### src/rtl/crypt_session_if.sv
// Session controller bundle: requests, symbol stream, key store port and session status.
interface crypt_session_if #(
   parameter int unsigned KEY_W = 2,
   parameter int unsigned LEN_W = 4
);
   logic             req_enc;
   logic             req_dec;
   logic [LEN_W-1:0] len;
   logic             in_valid;
   logic [1:0]       in_sym;
   logic             in_ready;
   logic [1:0]       key_sym;
   logic [KEY_W-1:0] key_idx;
   logic             out_valid;
   logic [1:0]       out_sym;
   logic [1:0]       grant;
   logic             busy;
   logic             done;

   // Requesters, symbol source and key store side.
   modport master (
      output req_enc, req_dec, len, in_valid, in_sym, key_sym,
      input  in_ready, key_idx, out_valid, out_sym, grant, busy, done
   );

   // Controller side.
   modport slave (
      input  req_enc, req_dec, len, in_valid, in_sym, key_sym,
      output in_ready, key_idx, out_valid, out_sym, grant, busy, done
   );
endinterface

### src/rtl/crypt_session_ctrl.sv
// crypt_session_ctrl: round-robin grant of the 2-bit cipher path to the encrypt or
// decrypt requester, then one framed message per grant: 2 clear header symbols
// (00, 01) followed by len+1 payload symbols XORed with a cycling key.
module crypt_session_ctrl #(
   parameter int unsigned KEY_LEN = 4,
   parameter int unsigned KEY_W   = 2,
   parameter int unsigned LEN_W   = 4
) (
   input logic            clock,
   input logic            reset,
   crypt_session_if.slave bus
);
   typedef enum logic [2:0] {StIdle, StHdr0, StHdr1, StPayload, StDone} state_e;

   localparam logic [KEY_W-1:0] KeyLast  = KEY_W'(KEY_LEN - 1);
   localparam logic [1:0]       GrantEnc = 2'b01;
   localparam logic [1:0]       GrantDec = 2'b10;

   state_e           state_q, state_d;
   logic [1:0]       grant_q, grant_d;
   logic [1:0]       last_grant_q, last_grant_d;
   logic [LEN_W-1:0] rem_cnt_q, rem_cnt_d;
   logic [KEY_W-1:0] key_idx_q, key_idx_d;
   logic             out_valid_q, out_valid_d;
   logic [1:0]       out_sym_q, out_sym_d;
   logic             in_ready;
   logic             accept;
   logic             pick_enc;

   assign in_ready = (state_q == StHdr0) || (state_q == StHdr1) || (state_q == StPayload);
   assign accept   = bus.in_valid & in_ready;
   // Enc wins alone, or on a tie when dec held the path last.
   assign pick_enc = bus.req_enc & (~bus.req_dec | last_grant_q[1]);

   // Next-state: arbitration, header tracking, payload ciphering and key stepping.
   always_comb begin
      state_d      = state_q;
      grant_d      = grant_q;
      last_grant_d = last_grant_q;
      rem_cnt_d    = rem_cnt_q;
      key_idx_d    = key_idx_q;
      out_valid_d  = 1'b0;
      out_sym_d    = out_sym_q;
      unique case (state_q)
         StIdle: begin
            if (bus.req_enc | bus.req_dec) begin
               grant_d   = pick_enc ? GrantEnc : GrantDec;
               rem_cnt_d = bus.len;
               key_idx_d = pick_enc ? '0 : KeyLast;
               state_d   = StHdr0;
            end
         end
         StHdr0: begin
            if (accept) begin
               out_valid_d = 1'b1;
               out_sym_d   = bus.in_sym;
               if (bus.in_sym == 2'b00) state_d = StHdr1;
            end
         end
         StHdr1: begin
            if (accept) begin
               out_valid_d = 1'b1;
               out_sym_d   = bus.in_sym;
               // A repeated 00 may itself be the start of the header.
               if (bus.in_sym == 2'b01)      state_d = StPayload;
               else if (bus.in_sym != 2'b00) state_d = StHdr0;
            end
         end
         StPayload: begin
            if (accept) begin
               out_valid_d = 1'b1;
               out_sym_d   = bus.in_sym ^ bus.key_sym;
               rem_cnt_d   = rem_cnt_q - LEN_W'(1);
               if (grant_q[0]) key_idx_d = (key_idx_q == KeyLast) ? '0 : key_idx_q + KEY_W'(1);
               else            key_idx_d = (key_idx_q == '0) ? KeyLast : key_idx_q - KEY_W'(1);
               if (rem_cnt_q == '0) state_d = StDone;
            end
         end
         StDone: begin
            last_grant_d = grant_q;
            grant_d      = '0;
            state_d      = StIdle;
         end
         default: state_d = StIdle;
      endcase
   end

   // State and datapath registers; dec counts as last grant so enc wins the first tie.
   always_ff @(posedge clock or posedge reset) begin
      if (reset) begin
         state_q      <= StIdle;
         grant_q      <= '0;
         last_grant_q <= GrantDec;
         rem_cnt_q    <= '0;
         key_idx_q    <= '0;
         out_valid_q  <= 1'b0;
         out_sym_q    <= '0;
      end else begin
         state_q      <= state_d;
         grant_q      <= grant_d;
         last_grant_q <= last_grant_d;
         rem_cnt_q    <= rem_cnt_d;
         key_idx_q    <= key_idx_d;
         out_valid_q  <= out_valid_d;
         out_sym_q    <= out_sym_d;
      end
   end

   assign bus.in_ready  = in_ready;
   assign bus.key_idx   = key_idx_q;
   assign bus.out_valid = out_valid_q;
   assign bus.out_sym   = out_sym_q;
   assign bus.grant     = grant_q;
   assign bus.busy      = (state_q != StIdle);
   assign bus.done      = (state_q == StDone);
endmodule

### src/flat_wrapper.sv
// flat-port wrapper written by rule: the top's interface ports become plain ports
module crypt_session_ctrl_flat 
#(
   parameter int unsigned KEY_LEN = 4,
   parameter int unsigned KEY_W   = 2,
   parameter int unsigned LEN_W   = 4
)
  (clock, reset, bus_req_enc, bus_req_dec, bus_len, bus_in_valid, bus_in_sym, bus_key_sym, bus_in_ready, bus_key_idx, bus_out_valid, bus_out_sym, bus_grant, bus_busy, bus_done);
  crypt_session_if #(.KEY_W(KEY_W), .LEN_W(LEN_W)) bus_i ();
  input logic clock;
  input logic reset;
  input wire logic [$bits(bus_i.req_enc)-1:0] bus_req_enc;
  input wire logic [$bits(bus_i.req_dec)-1:0] bus_req_dec;
  input wire logic [$bits(bus_i.len)-1:0] bus_len;
  input wire logic [$bits(bus_i.in_valid)-1:0] bus_in_valid;
  input wire logic [$bits(bus_i.in_sym)-1:0] bus_in_sym;
  input wire logic [$bits(bus_i.key_sym)-1:0] bus_key_sym;
  output wire logic [$bits(bus_i.in_ready)-1:0] bus_in_ready;
  output wire logic [$bits(bus_i.key_idx)-1:0] bus_key_idx;
  output wire logic [$bits(bus_i.out_valid)-1:0] bus_out_valid;
  output wire logic [$bits(bus_i.out_sym)-1:0] bus_out_sym;
  output wire logic [$bits(bus_i.grant)-1:0] bus_grant;
  output wire logic [$bits(bus_i.busy)-1:0] bus_busy;
  output wire logic [$bits(bus_i.done)-1:0] bus_done;
  assign bus_i.req_enc = bus_req_enc;
  assign bus_i.req_dec = bus_req_dec;
  assign bus_i.len = bus_len;
  assign bus_i.in_valid = bus_in_valid;
  assign bus_i.in_sym = bus_in_sym;
  assign bus_i.key_sym = bus_key_sym;
  assign bus_in_ready = bus_i.in_ready;
  assign bus_key_idx = bus_i.key_idx;
  assign bus_out_valid = bus_i.out_valid;
  assign bus_out_sym = bus_i.out_sym;
  assign bus_grant = bus_i.grant;
  assign bus_busy = bus_i.busy;
  assign bus_done = bus_i.done;
  crypt_session_ctrl #(.KEY_LEN(KEY_LEN), .KEY_W(KEY_W), .LEN_W(LEN_W)) u_core (.clock(clock), .reset(reset), .bus(bus_i));
endmodule
### config.mk
export PLATFORM = sky130hd
export DESIGN_NAME = crypt_session_ctrl_flat
export DESIGN_NICKNAME = d
export VERILOG_FILES = /design/src/rtl/crypt_session_if.sv /design/src/rtl/crypt_session_ctrl.sv /design/src/flat_wrapper.sv
export SDC_FILE = /design/constraint.sdc
export NUM_CORES = 1
export LEC_CHECK = 0
export CORE_MARGIN = 4
export CORE_UTILIZATION = 30
export DETAILED_ROUTE_END_ITERATION = 8
export PLACE_DENSITY = 0.6
export SETUP_SLACK_MARGIN = 0.3
export SLEW_MARGIN = 20
export SYNTH_ARGS = -nofsm -noshare
export SYNTH_HDL_FRONTEND = slang
export SYNTH_SLANG_ARGS = --single-unit
### constraint.sdc
create_clock -name clock -period 2.8 [get_ports clock]
set_input_delay 0.42 -clock clock [delete_from_list [all_inputs] [get_ports clock]]
set_output_delay 0.42 -clock clock [all_outputs]
set_load 0.03 [all_outputs]
==> summary.txt <==
Run status
  – Status: completed

Power
  – Max VDD drop: 0.3087 mV
  – Pint: 0.6635 mW
  – Pleak: 0.4982 nW
  – Switch share: 46.13%
  – Pwr per Cell Area: 1069 nW/um^2
  – Reg power frac: 34.2%
  – Comb power frac: 55.9%
  – Clock share of power: 9.9%
  – Final Total Pwr: 1.232 mW
  – Sw Pwr: 0.5681 mW

Setup path
  – CP Launch Type: flop
  – Critical path type: reg2out
  – CP arrival: 1900 ps
  – Worst Path Max Fanout: 11
  – CP Capture Type: primary output
  – WP data required: 2380 ps

Route
  – DRT iter0 DRCs: 32
  – Drt first pass iters: 3
  – Post-route ant nets: 0
  – DRC: 0
  – Final WL: 1960 um
  – Routed via count: 764
  – Avg WL per Cell: 13.15 um
  – Vias/cell: 5.128

Clocking
  – Sink Count: 15
  – Setup repair bufs after CTS: 0
  – Clock Tree Root: clkbuf_4
  – PostCTS Resize Cnt: 0
  – Cts hold-fix bufs: 0
  – CTS Buffer Depth: 2
  – H-tree levels: 1
  – Clock Latency Late Sink: 280 ps
  – Clock slew at reported path FFs: 90 ps
  – CTS tree: yes
  – Clock buffer count from CTS: 3

Synth
  – Syn_area_per_cell: 9.403 sq um
  – Post-synth EDFFs: 0
  – Async set-reset flop share out of synthesis: 100.0%
  – Post-synthesis instance area: 912.1 sq um
  – Synth Warn #: 0
  – Primary FF master, synth: dfrtp_1
  – Syn nets: 113
  – Register bit total from synthesis: 15
  – Sequential-to-total area share from yosys stat: 41.29%
  – Mapped Cells: 97
  – Distinct cells, synth: 33

Finish
  – Nets: 135
  – Post-Layout Cell Count: 149
  – Core Util, Final: 40.73%
  – Post-route cell area: 1152 sq um
  – Fraction of layout cells with a size suffix above 1: 10.17%
  – Fillers: 294
  – Area growth, synth to finish: 26.34%
  – Ant diodes: 0

Floorplanning
  – Standard-cell rows: 19
  – Initial core utilization: 32.24%
  – Die Area: 3987 sq um
  – Core ar.: 2829 sq um
  – Num ports: 23
  – Die height: 63.14 um
  – Die width: 63.14 um

Global routing
  – GRT overflow: 0
  – Initial antenna violation count: 0
  – Largest net degree at the start of global routing: 16
  – Vias in the first global route: 778
  – First-pass GRT wire length: 3484 um
  – GRT Util Overall: 10.68%

STA
  – Final Cycle Share: 82.91%
  – Max-slew headroom: 59.36%
  – Fmax: 430.8 MHz
  – Final TNS setup: 0 ps
  – Final setup violation count: 0
  – Slew Viols, Final: 0
  – RSZ-0062 raised after global routing: no
  – Worst Tran Pin Value: 608.9 ps
  – Clk_skew: 3.151 ps
  – Final hold violation count: 0
  – Min Tclk post-route: 2321 ps

Place
  – GP Congestion: 0.7324
  – Port Buffers: 22
  – Dpl cells: 145
  – Post-DP HPWL: 1495 um
  – Dpl cell area: 1126 sq um

Job
  – Maximum Capacitance Violations: 0

Worst hold path
  – Hold WC Path Type: reg2reg
-- cell families (layout without fill, tap and decap cells) --
logic type               count (synthesis)  count (layout)  synth area share, %
AND/OR/NAND/NOR                         32              32                20.17
AO/OA/AOI/OAI                           30              30                21.40
flip-flops                              15              15                41.29
buffers and inverters                   12              33                7.819
adder cells (fa/ha/maj)                  3               3                4.116
XOR/XNOR                                 3               3                2.881
multiplexers                             2               2                2.332
-- layout by cell type, fill, tap and decap left out --
| master | count |
|---|---|
| mux2_1 | 1 |
| dfrtp_1 | 14 |
| a21oi_1 | 6 |
| clkdlybuf4s50_1 | 22 |
| a221oi_1 | 1 |
| nor4b_2 | 1 |
| o211ai_1 | 1 |
| a2bb2oi_1 | 1 |
| o211a_2 | 1 |
| nor2_2 | 1 |
| nand4b_1 | 1 |
| nand2_1 | 11 |
| mux2i_1 | 1 |
| nor3_1 | 1 |
| nor3b_1 | 2 |
| o21ai_0 | 4 |
| nor2_1 | 9 |
| clkbuf_4 | 3 |
| o31a_1 | 1 |
| clkbuf_1 | 1 |
| or3b_4 | 1 |
| o21bai_1 | 1 |
| ha_1 | 3 |
| and2_1 | 1 |
| o21ai_1 | 10 |
| dfstp_2 | 1 |
| or3_1 | 1 |
| inv_1 | 7 |
| nand3b_4 | 1 |
| and3_1 | 1 |
| a31oi_1 | 1 |
| xor2_1 | 3 |
| a211oi_2 | 3 |
| and3b_1 | 1 |
-- layer usage --
layer	share of wire, %	GRT usage, %	vias up	wire, um
met5	0	0	-	0
met4	0.46	3.306	0	9
met3	7.9	3.730	2	154
met2	45	17.00	20	884
met1	46	13.49	363	911
li1	-	-	379	-
-- cell type report --
cell class | instances | area [sq um] | share of cell area (%)
Multi-Input combinational cell | 70 | 464.2 | 40.28
Sequential cell | 15 | 376.6 | 32.68
Timing Repair Buffer | 22 | 220.2 | 19.11
Tap cell | 31 | 38.79 | 3.366
Clock buffer | 4 | 26.28 | 2.280
Inverter | 7 | 26.28 | 2.280
-- power by group through the flow --
stage / registers, mW / logic, mW / clock network (mW)
after global placement: 0.419 / 0.683 / 0
final: 0.421 / 0.689 / 0.122
after global routing: 0.442 / 0.760 / 0.135
after floorplan: 0.461 / 0.481 / 0
after detailed placement: 0.424 / 0.698 / 0
after CTS: 0.421 / 0.698 / 0.131
-- final timing paths --
path / cells past startpoint / slack [ps] / start / endpoint
setup reg to reg: 4 / 1050 / u_core.state_q[1] / u_core.rem_cnt_q[0]
hold reg to reg: 2 / 490 / u_core.bus.out_sym[0] / u_core.bus.out_sym[0]
min in group asynchronous: 2 / 520 / reset / u_core.bus.out_valid
setup / recovery: 3 / 480 / u_core.state_q[1] / bus_done
hold / removal: 2 / 490 / u_core.bus.out_sym[0] / u_core.bus.out_sym[0]
max in group asynchronous: 2 / 1890 / reset / u_core.rem_cnt_q[2]
-- critical path: stages, from the launching register on --
cell and delay [ps]:
dfrtp_1 530, nor2_2 220, and2_1 190, clkdlybuf4s50_1 680
-- synth_stat cells, drive strengths merged, types with 2 or more instances --
cell	instances	area share [%]
a21oi	6	3.3
ha	3	4.1
dfrtp	14	38
buf	5	4.9
nor2	10	4.4
xor2	3	2.9
nor3b	2	1.6
a211oi	3	4.1
inv	7	2.9
o21ai	14	7.7
nand2	11	4.5
-- sequential cells by signal, summed over array words and instances, names as in the netlist --
name and cells:
u_core.bus.key_idx 2, u_core.rem_cnt_q 4, u_core.bus.out_valid 1, u_core.bus.grant 2, u_core.bus.out_sym 2, u_core.state_q 3
u_core.last_grant_q 1
-- metrics by stage --
stage          hold WS (ps)  setup slack (ps)
5_1_grt               515.2             364.4
4_1_cts               500.3             463.9
3_5_place_dp          478.9             752.5
6_report              491.4             478.5
2_1_floorplan         320.8              1330
3_3_place_gp          474.1             814.3
No activity file was read; power rests on OpenSTA's default activity.
==> RTL change: new RTL, same flow settings <==
`LEN_W` is set to 4 in 3 places; all go to 2.
--- a/src/rtl/crypt_session_if.sv
+++ b/src/rtl/crypt_session_if.sv
@@ -1,7 +1,7 @@
 // Session controller bundle: requests, symbol stream, key store port and session status.
 interface crypt_session_if #(
    parameter int unsigned KEY_W = 2,
-   parameter int unsigned LEN_W = 4
+   parameter int unsigned LEN_W = 2
 );
    logic             req_enc;
    logic             req_dec;
--- a/src/rtl/crypt_session_ctrl.sv
+++ b/src/rtl/crypt_session_ctrl.sv
@@ -4,7 +4,7 @@
 module crypt_session_ctrl #(
    parameter int unsigned KEY_LEN = 4,
    parameter int unsigned KEY_W   = 2,
-   parameter int unsigned LEN_W   = 4
+   parameter int unsigned LEN_W   = 2
 ) (
    input logic            clock,
    input logic            reset,
--- a/src/flat_wrapper.sv
+++ b/src/flat_wrapper.sv
@@ -3,7 +3,7 @@
 #(
    parameter int unsigned KEY_LEN = 4,
    parameter int unsigned KEY_W   = 2,
-   parameter int unsigned LEN_W   = 4
+   parameter int unsigned LEN_W   = 2
 )
   (clock, reset, bus_req_enc, bus_req_dec, bus_len, bus_in_valid, bus_in_sym, bus_key_sym, bus_in_ready, bus_key_idx, bus_out_valid, bus_out_sym, bus_grant, bus_busy, bus_done);
   crypt_session_if #(.KEY_W(KEY_W), .LEN_W(LEN_W)) bus_i ();
Ports: changed (resized bus_len); port bits go from 23 to 21. No check against the original RTL was run, so the function may have changed too.
==> RTL change against the unedited design <==
  * Highest routed layer unchanged
  * Global-route usage about the same
  * Final cell count shrank 10%
  * Worst setup slack improved by 0.012 ns
  * Sequential cell count down 2
  * Die area decreased by 11%
  * Critical endpoint unchanged
  * Power down 11%
  * Count of clock-buffer cells in the layout stayed put
  * Synthesized area fell by 13%
  * Clock power shrank 7%
  * Wire length decreased by 15%
  * Utilization up 1.0 points
  * Critical path depth did not move
  * Largest power group unchanged
  * Final area shrank 9.4%
==> RTL change: results (changes against the unedited design) <==
status:
  status: "finished clean"
route:
  drtPass1Iterations: 6  # +3
  wire_per_inst_um: 12.4  # -5.7%
  vias_per_cell: 4.96  # -3.4%
  vias: 664  # -13%
  first_iter_violations: 22  # -31%
yosys:
  synthTopCellsByArea: "dfrtp_1, nand2_1, ha_1"
  synth_top_area_frac: 0.377  # -0.00673
  synthArstFlopShare: 1.00  # unchanged
  synth_nets: 96  # -15%
  yosysSeqAreaShare: 0.410  # -0.00252
  synthCells: 82  # -15%
  synth_cell_types: 32  # -3.0%
  yosys-top-cells-count: "dfrtp_1, nand2_1, inv_1, o21ai_0, nor2_1"
power:
  switching_share: 0.442  # -0.0195
  ir_drop_mv: 0.494  # +60%
  p_leak_uw: 0.000452  # -9.2%
cts:
  cts-root-buf: "clkbuf_4"
  postCtsSetupRepairBufs: 0  # unchanged
  insertion_delay_ns: 0.27
  h-tree-depth: 1  # unchanged
  cts_made_buffers: 3  # unchanged
  path_clk_slew_ns: 0.08
layout:
  largest-register: "u_core.state_q"
  fin_nets: 119  # -12%
  largest_reg_flops: 3  # -1
  fill_cells: 256  # -13%
  layout-drive-gt1-share: 0.125  # +0.0233
  antenna_cells: 0  # unchanged
  area_growth_pct: 31.1
global_routing:
  antenna_found_initial: 0  # unchanged
  grt_usage: 0.107  # +0.000281
  grt_max_degree: 14  # -2
  grt_pass1_wl_um: 2840  # -19%
  grt_pass1_vias: 631  # -19%
worst_setup_path:
  cp_max_fo: 13  # +2
  crit-reg2reg-launch: "u_core.state_q[2]$_DFFE_PP0P_"
  startpoint: "u_core.state_q[0]$_DFFE_PP0P_"
  critical-path-max-stage-delay_ns: 0.68  # about the same
  r2r_end: "u_core.rem_cnt_q[1]$_DFFE_PP0P_"
  arrival_ns: 1.89
  crit_slowest_cell: "clkdlybuf4s50_1"
  reg2reg_depth: 3  # -1
  r2r_slack_ns: 1.25  # +0.20 ns
  crit_path_end: "bus_done"
placed_design:
  gp_congestion: 0.780  # +6.4%
  io_buffers: 20  # -9.1%
  dpl.hpwl_um: 1240  # -17%
  dp_cells: 130  # -10%
  placed_area_um2: 1010  # -10%
sta:
  relSlewSlack: 0.658  # +0.0647
  setup_viol: 0  # unchanged
  clock_skew_ns: 0.00164  # -0.00152 ns
hold_path:
  hold_path.class: "input pin to asynchronous set/reset pin"
RTL change: cell types whose count changed in the layout (fill, tap and decap cells not counted), sizes merged, moves of 2 or more:
cell           change
a21oi              -3
o21ai              -4
nor2               -4
a211oi             -3
clkdlybuf4s50      -2
o211ai             +2
nor3b              -2
dfrtp              -2
nand3              +2
RTL change: timing repair:
action | in CTS | in global routing
resized for setup | 0 | 2
endpoints found under the setup margin | 0 | 1
endpoints found under the hold margin | 0 | 0
RTL change: layout make-up:
type	count	area share
Timing Repair Buffer	21	0.199
Multi-Input combinational cell	59	0.400
Tap cell	30	0.0360
Sequential cell	13	0.314
Inverter	7	0.0252
Clock buffer	4	0.0252
RTL change: routing by layer:
layer,part of all wire,global-route usage,vias to the layer above
li1,-,-,333
met3,0.083,0.0588,2
met5,0,0,-
met1,0.48,0.145,309
met2,0.43,0.151,20
met4,0.0048,0.0190,0
RTL change: per-stage QoR:
stage / hold WS [ns] / setup WS (ns)
finish: 0.479 / 0.490
CTS: 0.494 / 0.308
global route: 0.511 / 0.390
global placement: 0.470 / 0.690
floorplan: 0.296 / 1.30
detailed placement: 0.481 / 0.630
RTL change: cells by family (layout without fill, tap and decap cells):
family / Yosys count / in the layout / synth area share
AO/OA/AOI/OAI: 23 / 23 / 0.208
AND/OR/NAND/NOR: 29 / 29 / 0.220
adder cells (fa/ha/maj): 3 / 3 / 0.0472
multiplexers: 1 / 1 / 0.0141
flip-flops: 13 / 13 / 0.410
buffers and inverters: 10 / 32 / 0.0676
XOR/XNOR: 3 / 3 / 0.0330
RTL change: power by group through the flow:
stage	clock, uW	sequential, uW	combinational (uW)
CTS	121	358	625
detailed placement	0	361	623
global placement	0	360	614
global route	130	377	684
finish	113	361	619
floorplan	0	433	364
